File: config.mk
export PLATFORM = sky130hd
export DESIGN_NAME = button_event
export DESIGN_NICKNAME = d
export VERILOG_FILES = /design/src/rtl/button_event.sv
export SDC_FILE = /design/constraint.sdc
export NUM_CORES = 1
export LEC_CHECK = 0
export CORE_MARGIN = 2
export CORE_UTILIZATION = 59
export DETAILED_ROUTE_END_ITERATION = 12
export PLACE_DENSITY = 0.86
export SLEW_MARGIN = 10
export SYNTH_ARGS = -nofsm -noshare
export SYNTH_HDL_FRONTEND = slang
export SYNTH_SLANG_ARGS = --single-unit
File: constraint.sdc
create_clock -name clk -period 2.8 [get_ports clk]
set_input_delay 0.42 -clock clk [delete_from_list [all_inputs] [get_ports clk]]
set_output_delay 0.42 -clock clk [all_outputs]
set_load 0.02 [all_outputs]
File: src/rtl/button_event.sv
`default_nettype none
// +--------------------------------------------------------------------------+
// | button_event: turns a debounced button level into single-cycle short,    |
// | long and double press pulses, plus a registered "held" level.            |
// | Revision: 1.0                                                            |
// +--------------------------------------------------------------------------+
module button_event #(
  parameter int CLK_FREQ      = 95_000,
  parameter int LONG_PRESS_MS = 1000,
  parameter int DOUBLE_GAP_MS = 300
) (
  input  logic clk,
  input  logic rst,
  input  logic button_valid,
  output logic short_press,
  output logic long_press,
  output logic double_press,
  output logic held
);

  localparam int PRESC_W = $clog2(CLK_FREQ);
  localparam int MS_MAX  = (LONG_PRESS_MS > DOUBLE_GAP_MS) ? LONG_PRESS_MS : DOUBLE_GAP_MS;
  localparam int MS_W    = $clog2(MS_MAX + 1);

  typedef enum logic [2:0] {
    S_IDLE      = 3'd0,
    S_PRESS1    = 3'd1,
    S_LONG_HELD = 3'd2,
    S_GAP       = 3'd3,
    S_PRESS2    = 3'd4
  } state_t;

  state_t             state_q;
  logic [PRESC_W-1:0] presc_q;
  logic [MS_W-1:0]    ms_q;

  logic presc_wrap;
  logic long_done;
  logic gap_done;

  // Counters restart on entry to a state, so these fire on exactly the N-th / M-th edge in it.
  assign presc_wrap = (presc_q == PRESC_W'(CLK_FREQ - 1));
  assign long_done  = presc_wrap && (ms_q == MS_W'(LONG_PRESS_MS - 1));
  assign gap_done   = presc_wrap && (ms_q == MS_W'(DOUBLE_GAP_MS - 1));

  always_ff @(posedge clk) begin
    if (rst) begin
      state_q      <= S_IDLE;
      presc_q      <= '0;
      ms_q         <= '0;
      short_press  <= 1'b0;
      long_press   <= 1'b0;
      double_press <= 1'b0;
      held         <= 1'b0;
    end else begin
      short_press  <= 1'b0;
      long_press   <= 1'b0;
      double_press <= 1'b0;

      if (presc_wrap) begin
        presc_q <= '0;
        if (ms_q != '1) ms_q <= ms_q + 1'b1;
      end else begin
        presc_q <= presc_q + 1'b1;
      end

      // Every transition below also clears both counters (later NBA overrides the advance).
      case (state_q)
        S_IDLE: begin
          if (button_valid) begin
            state_q <= S_PRESS1;
            held    <= 1'b1;
            presc_q <= '0;
            ms_q    <= '0;
          end
        end
        S_PRESS1: begin
          if (!button_valid) begin
            state_q <= S_GAP;
            held    <= 1'b0;
            presc_q <= '0;
            ms_q    <= '0;
          end else if (long_done) begin
            state_q    <= S_LONG_HELD;
            long_press <= 1'b1;
            presc_q    <= '0;
            ms_q       <= '0;
          end
        end
        S_LONG_HELD: begin
          if (!button_valid) begin
            state_q <= S_IDLE;
            held    <= 1'b0;
            presc_q <= '0;
            ms_q    <= '0;
          end
        end
        S_GAP: begin
          if (button_valid) begin
            state_q      <= S_PRESS2;
            held         <= 1'b1;
            double_press <= 1'b1;
            presc_q      <= '0;
            ms_q         <= '0;
          end else if (gap_done) begin
            state_q     <= S_IDLE;
            short_press <= 1'b1;
            presc_q     <= '0;
            ms_q        <= '0;
          end
        end
        S_PRESS2: begin
          if (!button_valid) begin
            state_q <= S_IDLE;
            held    <= 1'b0;
            presc_q <= '0;
            ms_q    <= '0;
          end
        end
        default: begin
          state_q <= S_IDLE;
          held    <= 1'b0;
          presc_q <= '0;
          ms_q    <= '0;
        end
      endcase
    end
  end

endmodule
`default_nettype wire

Word level (Yosys, flattened, before mapping) --
Cells that the tools add are included.
Word-level totals: register bits 34, bits of input ports 3, output and inout port bits 4, word-level logic and storage cells 67
Operators by class: $add $sub $neg 2, eq/ne operators 14, mux-type cells 30, bitwise logic cells 3, reduce and logical (&&, ||, !) cells 11
Operator list (count):
- 17-bit 2-to-1 mux | 7
- 10-bit 2-to-1 mux | 8
- 17-bit case mux with 4 select lines | 1
- 10-bit case mux with 4 select lines | 1
- 3-bit 2-to-1 mux | 6
- 17-bit by 1-bit adder with 17-bit output, second input constant | 1
- 17-bit == test, second input constant | 1
- 3-bit case mux with 4 select lines | 1
- 10-bit by 1-bit adder with 10-bit output, second input constant | 1
- 10-bit == test, second input constant | 1
- 10-bit by 9-bit == test with 1-bit output, second input constant | 1
- 10-bit != test, second input constant | 1
- 3-bit OR reduction | 3
- 3-bit by 2-bit == test with 1-bit output, second input constant | 2
- 2-bit != test, second input constant | 3
- 3-bit != test, second input constant | 2
- 2-bit OR reduction | 3
- 1-bit 2-to-1 mux | 5
- 4-bit AND reduction | 1
- 3-bit by 1-bit == test with 1-bit output, second input constant | 1
- 3-bit == test, second input constant | 1
- 3-bit logical NOT | 1
- 1-bit NOT | 3
- 1-bit logical AND | 2
- 3 further kinds | 3

Depth between registers and ports, before layout --
Gate-level depths: netlist of the first run.
word-level depth 6, depth in mapped cells 8, gate-level depth less buffers 6

Worst setup path before layout of the first run --
OpenSTA, ideal clock, no wires.
path kind reg2reg, start point register presc_q[3], end point register short_press, library setup time 87 ps, arrival 1928 ps, required time 2713 ps, path slack 785 ps, cell stages (with the launch flop) 7, path buffers 1, clock period less this slack 2015 ps, cell sequence dfxtp_1 -> or4_1 -> nor4_2 -> buf_4 -> nand2_4 -> or3_4 -> nor4b_2
On the way: cells in the longest elaborated chain, start to end 3
Ends and longest elaborated chain:
- from (decl) | RTL line 34 | logic [PRESC_W-1:0] presc_q;
- from (signal assigned) | RTL line 64 | presc_q <= presc_q + 1'b1;
- 17-bit == test | RTL line 42 | assign presc_wrap = (presc_q == PRESC_W'(CLK_FREQ - 1));
- 1-bit logical AND | RTL line 44 | assign gap_done = presc_wrap && (ms_q == MS_W'(DOUBLE_GAP_MS - 1));
- 1-bit 2-to-1 mux | RTL line 105 | end else if (gap_done) begin
- to (signal assigned) | RTL line 51 | short_press <= 1'b0;
- to (signal assigned) | RTL line 56 | short_press <= 1'b0;
- to (signal assigned) | RTL line 107 | short_press <= 1'b1;
- to (decl) | RTL line 15 | output logic short_press,
Every way passes these cells. A chain may end at the register's enable or synchronous reset.

Worst setup path after layout of the first run --
start point register presc_q[3], end point register presc_q[13]
On the way: cells in the longest elaborated chain, start to end 5, elaborated cells between the ends (all ways) 12, classes of those cells 1 x add/sub; 1 x eq/ne; 8 x mux; 2 x reduce/logical
Ends and longest elaborated chain:
- 17-bit by 1-bit adder with 17-bit output / 17-bit == test (equally long branches) | RTL line 64, 42
- 17-bit 2-to-1 mux (tied with other cells) | RTL line 60 | if (presc_wrap) begin
- 17-bit 2-to-1 mux (on tied branches) | RTL line 105, 83
- 17-bit 2-to-1 mux (on tied branches) | RTL line 99, 78
- 17-bit case mux with 4 select lines * | RTL line 68 | case (state_q)
Mark *: on every way between the ends. The rest lies on a longest branch, timed or not.

==> impl_metrics.ini, run 1 <==
[setup_path]
crit_type = reg2reg
cp-endpoint = presc_q[13]$_SDFF_PP0_
startpoint_type = flop
critPathTopFamily = simple AND/OR/NAND/NOR gates
cp.required_ns = 2.99
crit_arrival_ns = 2.48
cp_cell_sequence = or4_1, nor4_2, and2_1, or4_1, nor2_1
worstReg2RegEnd = presc_q[13]$_SDFF_PP0_
r2r_start = presc_q[3]$_SDFF_PP0_
crit_cells = 5
cpMostUsedCell = or4_1
end_kind = flop
cp_num_buf_inv = 0
worstPathMaxFanout = 17
crit_start = presc_q[3]$_SDFF_PP0_
crit_path_max_incr_delay_ns = 0.55
worst_path_max_delay_cell = or4_1
r2r_setup_slack_ns = 0.51
rr_worst_depth = 5

[pwr]
pwr-share-clk_pct = 33.5
p_int_uw = 639
powerDensity_mw_per_mm2 = 464
vdd_ir_drop_max_v = 0.000367
p_leak_nw = 0.612
p_comb_share_pct = 7.4
seqPwrFrac_pct = 59.0
p_sw_uw = 210
netSwitchingFraction_pct = 24.7

[synth]
synth_common_cells = 38 x nor2_1, 34 x dfxtp_1, 12 x xnor2_1
synthTopCellsByArea = dfxtp_1 40%, nor2_1 8.4%, xnor2_1 6.2%, xor2_1 5.7%, nand4_1 4.1%
synth_most_common_cell = nor2_1
synth-async-reset-ratio_pct = 0
synth_edf_count = 0
seq_area_frac_synth_pct = 40.3
yosys.area.top_type = dfxtp_1
synthDominantCellAreaShare_pct = 40.3
synth_area_mm2 = 0.00169
syn-mean-instance-area_um2 = 8.41
synthCells = 201
yosysWarnings = 0
synth.ff_latch_count = 34
synth_fp_nets = 206
synth_cell_types = 42
synth_ff_type = dfxtp_1

[grt]
grt_start_max_net_pins = 18
antenna_found_initial = 0
overflow = 0
grt_pass1_wl_mm = 5.47
grt_pass1_vias = 1309
grt.total_usage_pct = 21.3

[cts]
clock_sinks = 34
cts-buffers-inserted = 5
clock_path_buffers = 2
cts_hold_buf = 0
cts_tree = done
cts_root_buf = clkbuf_4
post_cts_buffers = 0
path_clk_slew_ns = 0.10
htreeDepth = 2
clock_latency_ns = 0.34
ctsResizeCount = 0

[timing]
worstMarginPinSlew_ns = 0.563
max_freq_ghz = 0.437
setup_slack_ns = 0.512
drv_slew = 0
rsz0062_at_grt = no
period_share_pct = 81.7
min_period_ns = 2.29
hold_viol_final = 0
setup_tns_ns = 0
finalSetupViolations = 0
skew_ns = 0.0207
slew_headroom_pct = 62.4

[min_path]
min_path_type = reg2reg

[routing]
first_pass_iters = 4
antenna_left = 0
drc = 0
drt_iter0_drc = 79
routedWlPerCell_um = 13.8
viasPerCell = 6.00
route.vias.total = 1441
totalWireLength_mm = 3.31

[status]
status = completed

[layout]
fin_util_pct = 66.9
syn2layout_area_growth_pct = 8.22
nets = 213
fin_cells = 240
drive_gt1_share_pct = 9.57
num_antenna_cells = 0
fin_area_mm2 = 0.00183

[placement]
dpl_cell_area_mm2 = 0.00177
place_congestion = 0.892
dp_cells = 232
dp_hpwl_mm = 2.36
place_ws_ns = 0.467
port_buffers = 6

[floorplanning]
pin_count = 7
die-area_mm2 = 0.00331
core_mm2 = 0.00273
initial_utilization_pct = 61.8
rows = 19
fp.dieH_um = 57.5
dieWidth_um = 57.5

[run]
max_cap_viol_count = 0
-- registers in the layout, summed over array words and instances (netlist names) --
signal and flops:
double_press 1, held 1, long_press 1, ms_q 10, presc_q 17, short_press 1
state_q 3
-- metal layers --
layer	routed length, um	up-vias	share of wire, %	global-route usage [%]
li1	-	710	-	-
met1	1500	684	45	25.0
met2	1600	41	48	35.9
met4	48	0	1.5	8.97
met5	0	-	0	0
met3	163	6	4.9	6.35
-- power groups by stage --
stage | Sequential, mW | Combinational [mW] | Clock [mW]
after CTS | 0.501 | 0.0628 | 0.288
after global placement | 0.511 | 0.0590 | 0
after detailed placement | 0.512 | 0.0623 | 0
final | 0.501 | 0.0632 | 0.285
after global routing | 0.503 | 0.0700 | 0.308
after floorplan | 0.509 | 0.0504 | 0
-- how the worst min path moves through the flow --
stage | end | startpoint | slack (ns) | cells after the start
2_1_floorplan | presc_q[0]$_SDFF_PP0_ | presc_q[0]$_SDFF_PP0_ | 0.41 | 1
3_3_place_gp | presc_q[0]$_SDFF_PP0_ | presc_q[0]$_SDFF_PP0_ | 0.42 | 1
3_5_place_dp | presc_q[0]$_SDFF_PP0_ | presc_q[0]$_SDFF_PP0_ | 0.43 | 1
4_1_cts | presc_q[0]$_SDFF_PP0_ | presc_q[0]$_SDFF_PP0_ | 0.45 | 1
5_1_grt | presc_q[0]$_SDFF_PP0_ | presc_q[0]$_SDFF_PP0_ | 0.47 | 1
6_report | presc_q[0]$_SDFF_PP0_ | presc_q[0]$_SDFF_PP0_ | 0.44 | 1
-- worst reg2reg max path: stages (launching register included) --
cell and delay (ns):
dfxtp_1 0.36, or4_1 0.55, nor4_2 0.31, and2_1 0.30, or4_1 0.52, nor2_1 0.12
-- stage by stage --
step | hold slack [ns] | power [mW]
2_1_floorplan | 0.413 | 0.559
3_3_place_gp | 0.419 | 0.570
3_5_place_dp | 0.431 | 0.575
4_1_cts | 0.446 | 0.852
5_1_grt | 0.472 | 0.881
6_report | 0.440 | 0.849
-- layout make-up --
| type | instances | area (um^2) |
|---|---|---|
| multi-input cells | 153 | 948 |
| fillers | 215 | 905 |
| flip-flops and latches | 34 | 681 |
| repair buffers | 9 | 82.6 |
| clock buffers | 7 | 55.1 |
| well taps | 31 | 38.8 |
| inverters | 5 | 18.8 |
| clock inverters | 1 | 5.00 |
-- logic make-up (layout without fill, tap and decap cells) --
group | Yosys count | after routing | share of synthesized area [%]
adder cells (fa/ha/maj) | 2 | 2 | 1.48
XOR/XNOR | 23 | 23 | 11.9
AND/OR/NAND/NOR | 107 | 107 | 34.3
AO/OA/AOI/OAI | 20 | 20 | 7.77
flip-flops | 34 | 34 | 40.3
buffers and inverters | 14 | 22 | 3.63
multiplexers | 1 | 1 | 0.592
-- layout by cell type, fill, tap and decap left out, types with 2 or more instances in the layout --
cell	n
or4_1	2
nor2b_1	4
nand3_1	9
clkbuf_4	5
nand2b_1	4
nor3_1	6
nor4_1	2
a31o_2	3
dfxtp_1	34
inv_1	5
or4b_2	2
nand2_1	11
buf_4	3
nand3b_1	2
and4_1	2
ha_1	2
nor2_1	38
and2_1	2
a21oi_1	7
nand4_1	11
xor2_1	11
clkdlybuf4s50_1	6
and3_1	3
xnor2_1	12
o21ai_0	3
No activity file was read; power rests on OpenSTA's default activity.
==> run 2: changes to the inputs <==
--- a/config.mk
+++ b/config.mk
@@ -6,9 +6,9 @@
 export NUM_CORES = 1
 export LEC_CHECK = 0
 export CORE_MARGIN = 2
-export CORE_UTILIZATION = 59
+export CORE_UTILIZATION = 53
 export DETAILED_ROUTE_END_ITERATION = 12
-export PLACE_DENSITY = 0.86
+export PLACE_DENSITY = 0.82
 export SLEW_MARGIN = 10
 export SYNTH_ARGS = -nofsm -noshare
 export SYNTH_HDL_FRONTEND = slang
==> constraint.sdc (replaced) <==
create_clock -name clk -period 1.8 [get_ports clk]
set_input_delay 0.27 -clock clk [delete_from_list [all_inputs] [get_ports clk]]
set_output_delay 0.27 -clock clk [all_outputs]
set_load 0.02 [all_outputs]
==> run 2 against run 1 <==
The flow now finishes with violations (setup timing). Power rose by 65%. Worst setup slack worse by 0.58 ns. Sequential power rose by 55%. Flip-flop and latch count unchanged. Combinational power rose to 2.9 times the previous value. Wire length is 18% higher. Die area is 11% higher. Hold slack better by 0.094 ns. Sequential share of layout area fell by 7.2 points. Via count increased by 9.3%. Non-clock buffer count up 34. Cell area rose by 25%. Critical path type unchanged. Critical endpoint is now long_press$_SDFF_PP0_. Highest routed layer unchanged.
==> impl_metrics.ini, run 2 (synthesized netlist as in run 1, its figures left out) <==
[timing]
min_period_ns = 1.87
setup_tns_ns = -0.583
hold_viol_final = 0
period_share_pct = 104
rsz0062_at_grt = yes
max_freq_ghz = 0.536
drv_slew = 0
skew_ns = 0.0116
worstMarginPinSlew_ns = 0.311
slew_headroom_pct = 79.1
finalSetupViolations = 21
holdWs_ns = 0.534
setup_slack_ns = -0.0656

[routing]
drc = 0
routedWlPerCell_um = 13.5
drt_iter0_drc = 86
antenna_left = 0
viasPerCell = 5.47
route.vias.total = 1575
first_pass_iters = 4
totalWireLength_mm = 3.89

[setup_path]
end_kind = flop
startpoint_type = flop
crit_type = reg2reg
cp.required_ns = 2.06
crit_path_max_incr_delay_ns = 0.55
crit_arrival_ns = 2.12
worst_path_max_delay_cell = or4_4
cp_num_buf_inv = 1
worstPathMaxFanout = 6
critPathTopFamily = simple AND/OR/NAND/NOR gates
cp_cell_sequence = or4_4, nor4_4, buf_6, nand2_4, or3_4, nor3b_1
r2r_setup_slack_ns = -0.07

[floorplanning]
fp.dieH_um = 60.5
rows = 20
dieWidth_um = 60.5
pin_count = 7
core_mm2 = 0.00305
initial_utilization_pct = 55.4
die-area_mm2 = 0.00366

[status]
violations = setup timing
status = finished, violations left

[cts]
path_clk_slew_ns = 0.11
clock_latency_ns = 0.33
cts_tree = done
htreeDepth = 2
clock_path_buffers = 2
cts_hold_buf = 0
cts-buffers-inserted = 5
cts_root_buf = clkbuf_4
clock_sinks = 34

[placement]
dp_hpwl_mm = 2.48
dp_cells = 276
place_congestion = 0.855
port_buffers = 6

[layout]
regMostFlops = presc_q
syn2layout_area_growth_pct = 35.5
layout_commonest_cell = buf_4
drive_gt1_share_pct = 33.2
most-common-layout-cells = 32 x buf_4, 29 x dfxtp_1, 27 x nor2_1
reg.largest.list = presc_q: 17 flops, ms_q: 10 flops, state_q: 3 flops
fin_cells = 288
nets = 248
largest_register_ff_count = 17
num_antenna_cells = 0

[grt]
grt.total_usage_pct = 22.2
grt_pass1_vias = 1395
antenna_found_initial = 0
grt_pass1_wl_mm = 6.07
overflow = 0
grt_start_max_net_pins = 11

[pwr]
p_leak_nw = 0.807
powerDensity_mw_per_mm2 = 611
vdd_ir_drop_max_v = 0.000438
finalPower_mw = 1.40

[run]
max_cap_viol_count = 0

[min_path]
min_path_type = reg2reg
==> run 2: cell count changes in the layout (fill, tap and decap cells not counted), sizes merged <==
cell,delta
buf,+34
a31o,+1
==> run 2: worst paths after layout <==
kind / end / start / depth (start not counted)
hold reg to reg: presc_q[5]$_SDFF_PP0_ / presc_q[5]$_SDFF_PP0_ / 2
setup / recovery: long_press$_SDFF_PP0_ / presc_q[11]$_SDFF_PP0_ / 6
hold / removal: presc_q[5]$_SDFF_PP0_ / presc_q[5]$_SDFF_PP0_ / 2
setup reg to reg: long_press$_SDFF_PP0_ / presc_q[11]$_SDFF_PP0_ / 6
==> run 2: routing by layer <==
metal	GRT usage (%)	vias up	part of all wire (%)
met2	36.6	33	50
met5	0	-	0
met3	4.90	8	3.6
met1	28.6	745	44
li1	-	789	-
met4	8.07	0	1.6
==> run 2: worst reg2reg max path: stages (launching register included) <==
cell	delay, ns
dfxtp_2	0.34
or4_4	0.55
nor4_4	0.16
buf_6	0.16
nand2_4	0.06
or3_4	0.33
nor3b_1	0.20
==> run 2: stage by stage <==
stage / utilization [%] / cell area (um^2) / worst slack, ns
after global placement: 66.4 / 2030 / -0.101
final: 75.0 / 2290 / -0.0656
after floorplan: - / 1700 / -0.0317
after global routing: 75.0 / 2290 / -0.148
after detailed placement: 66.4 / 2030 / -0.119
after CTS: 70.8 / 2160 / -0.0665
==> run 2: where the power goes <==
group          total (mW)  switching [mW]  leakage (nW)  internal, mW
registers           0.779          0.0139         0.277         0.765
logic               0.182          0.0940         0.495        0.0877
clock network       0.437           0.248        0.0353         0.189
total                1.40           0.356         0.807          1.04
==> run 2: cell type report <==
type | instances | area (um^2)
clock inverter | 1 | 5.00
fill | 220 | 763
multi-input combinational | 154 | 1100
inverter | 5 | 18.8
sequential | 34 | 687
timing repair buffer | 43 | 364
clock buffer | 7 | 55.1
tap | 44 | 55.1
==> run 2: repair_timing <==
item | 4_1_cts | 5_1_grt
gates resized for setup | 17 | 31
setup endpoints to repair | 29 | 29
pin swaps | 3 | 13
cloned | 2 | 1
setup buffers | 1 | 1
==> run 3: changes to the inputs <==
--- a/config.mk
+++ b/config.mk
@@ -5,10 +5,10 @@
 export SDC_FILE = /design/constraint.sdc
 export NUM_CORES = 1
 export LEC_CHECK = 0
-export CORE_MARGIN = 2
-export CORE_UTILIZATION = 53
+export ABC_AREA = 1
+export CORE_UTILIZATION = 54
 export DETAILED_ROUTE_END_ITERATION = 12
-export PLACE_DENSITY = 0.82
+export PLACE_DENSITY = 0.72
 export SLEW_MARGIN = 10
 export SYNTH_ARGS = -nofsm -noshare
 export SYNTH_HDL_FRONTEND = slang
==> run 3 against run 2 <==
The flow now finishes without violations. Die area down 0.97%. Flip-flop and latch count unchanged. Critical path type unchanged. Count of clock-buffer cells in the layout unchanged.
==> impl_metrics.ini, run 3 <==
[floorplanning]
rows = 20
core_mm2 = 0.00313
dieWidth_um = 60.2
fp.dieH_um = 60.2
die-area_mm2 = 0.00362
pin_count = 7
initial_utilization_pct = 58.4

[timing]
period_share_pct = 92.3
drv_slew = 0
hold_viol_final = 0
skew_ns = 0.00823
finalSetupViolations = 0
holdWs_ns = 0.460
max_freq_ghz = 0.602
setup_slack_ns = 0.138
worstMarginPinSlew_ns = 0.337
slew_headroom_pct = 77.4
min_period_ns = 1.66

[setup_path]
cp.required_ns = 2.04
crit_path_max_incr_delay_ns = 0.37
end_kind = flop
worstPathMaxFanout = 10
rr_worst_depth = 10
worst_path_max_delay_cell = dfxtp_1
cp_cell_sequence = ha_2, nand2_2, nor2_2, nand2_1, nor2_2, nand2_1, nand2_2, nand3_4, nand2_4, nor2_1
startpoint_type = flop
crit_arrival_ns = 1.90
crit_type = reg2reg

[pwr]
p_sw_uw = 511
powerDensity_mw_per_mm2 = 791
p_int_mw = 1.09
netSwitchingFraction_pct = 31.9
vdd_ir_drop_max_v = 0.000625
seqPwrFrac_pct = 51.6
p_leak_nw = 0.719
pwr-share-clk_pct = 27.9
p_comb_share_pct = 20.5

[cts]
cts_tree = done
cts_root_buf = clkbuf_4
clock_latency_ns = 0.34
cts-buffers-inserted = 5
clock_path_buffers = 2
htreeDepth = 2
cts_hold_buf = 0
path_clk_slew_ns = 0.10
clock_sinks = 34

[routing]
route.vias.total = 1647
first_pass_iters = 4
drt_iter0_drc = 96
routedWlPerCell_um = 10.8
viasPerCell = 5.08
totalWireLength_mm = 3.51
drc = 0
antenna_left = 0

[synth]
seq_area_frac_synth_pct = 37.2
synth_most_common_cell = nand2_1
synthTopCellsByArea = dfxtp_1 37%, nand2_1 11%, nor2_1 11%, inv_1 5.7%, xor2_1 5.7%
synth.ff_latch_count = 34
synth_cell_types = 30
synth_ff_type = dfxtp_1
syn-mean-instance-area_um2 = 6.85
synth_area_mm2 = 0.00183
yosys.area.top_type = dfxtp_1
yosysWarnings = 0
synth_fp_nets = 272
synth-async-reset-ratio_pct = 0
synth_common_cells = 56 x nand2_1, 54 x nor2_1, 34 x dfxtp_1
synthDominantCellAreaShare_pct = 37.2
synthCells = 267
synth_edf_count = 0

[grt]
grt_pass1_wl_mm = 6.21
grt_pass1_vias = 1552
grt_start_max_net_pins = 15
overflow = 0
antenna_found_initial = 0
grt.total_usage_pct = 22.9

[placement]
dp_hpwl_mm = 2.63
place_ws_ns = 0.0618
port_buffers = 6
dpl_cell_area_mm2 = 0.00194
place_congestion = 0.920

[layout]
most-common-layout-cells = 54 x nand2_1, 52 x nor2_1, 34 x dfxtp_1
num_antenna_cells = 0
reg.largest.list = presc_q: 17 flops, ms_q: 10 flops, state_q: 3 flops
nets = 284
nFillCells = 294
layout_commonest_cell = nand2_1
drive_gt1_share_pct = 12.9
fin_area_mm2 = 0.00203
syn2layout_area_growth_pct = 10.9
largest_register_ff_count = 17
regMostFlops = presc_q

[status]
status = completed

[run]
max_cap_viol_count = 0

[min_path]
min_path_type = reg2reg
min_path_cells = 1
==> run 3: cell count changes after synthesis, moves of 8 or more <==
cell	change
nand3_1	+9
xnor2_1	-10
nor2_2	+8
nor2_1	+16
inv_1	+23
nand2_1	+45
==> run 3: metal layers <==
metal | global-route usage, % | vias to the layer above | routed length [um]
met5 | 0 | - | 0
met4 | 11.0 | 0 | 77
met3 | 5.41 | 8 | 143
met2 | 36.9 | 27 | 1620
met1 | 28.4 | 736 | 1670
li1 | - | 876 | -
==> run 3: what timing repair did <==
action,CTS,global route
setup buffers,0,0
gates resized for setup,0,10
setup endpoints to repair,0,15
==> run 3: worst max-delay path, delay by kind of cell (launching register included) <==
kind / cells / cell delay, ns
adders and majority gates: 1 / 0.21
DFF: 1 / 0.37
and+or+nand+nor: 9 / 0.97
==> run 3: area by class of cell <==
type	count	area, um^2	share of cell area [%]
clock buffers	7	55.1	2.72
flip-flops and latches	34	681	33.6
inverters	32	123	6.05
well taps	44	55.1	2.72
multi-input cells	198	1030	51.0
repair buffers	8	75.1	3.70
clock inverters	1	5.00	0.247
==> run 3: cells by family after synthesis <==
family / after synthesis / synth area share [%]
simple gates: 164 / 41.6
buf+inv: 35 / 7.73
flops: 34 / 37.2
compound gates: 18 / 5.34
xor+xnor: 14 / 6.71
fa+ha+maj: 2 / 1.37
==> run 3: path summary, 6_finish.rpt <==
kind | startpoint | to | slack, ns
setup / recovery | presc_q[0]$_SDFF_PP0_ | ms_q[4]$_SDFF_PP0_ | 0.14
hold / removal | presc_q[0]$_SDFF_PP0_ | presc_q[0]$_SDFF_PP0_ | 0.46
setup reg to reg | presc_q[0]$_SDFF_PP0_ | ms_q[4]$_SDFF_PP0_ | 0.14
hold reg to reg | presc_q[0]$_SDFF_PP0_ | presc_q[0]$_SDFF_PP0_ | 0.46
==> run 3: through the flow <==
stage | TNS [ns] | utilization (%) | cells | power [mW]
after floorplan | 0 | - | 267 | 1.10
after global placement | -0.00664 | 61.9 | 316 | 1.16
after detailed placement | 0 | 61.9 | 316 | 1.17
after CTS | 0 | 63.8 | 324 | 1.62
after global routing | -0.00266 | 64.8 | 324 | 1.69
final | 0 | 64.8 | 324 | 1.60
==> run 3: power groups by stage <==
| stage | Sequential (mW) | Clock, mW | Combinational (mW) |
|---|---|---|---|
| 6_report | 0.827 | 0.447 | 0.330 |
| 5_1_grt | 0.833 | 0.485 | 0.373 |
| 4_1_cts | 0.827 | 0.467 | 0.328 |
| 3_5_place_dp | 0.844 | 0 | 0.328 |
| 3_3_place_gp | 0.843 | 0 | 0.321 |
| 2_1_floorplan | 0.836 | 0 | 0.266 |
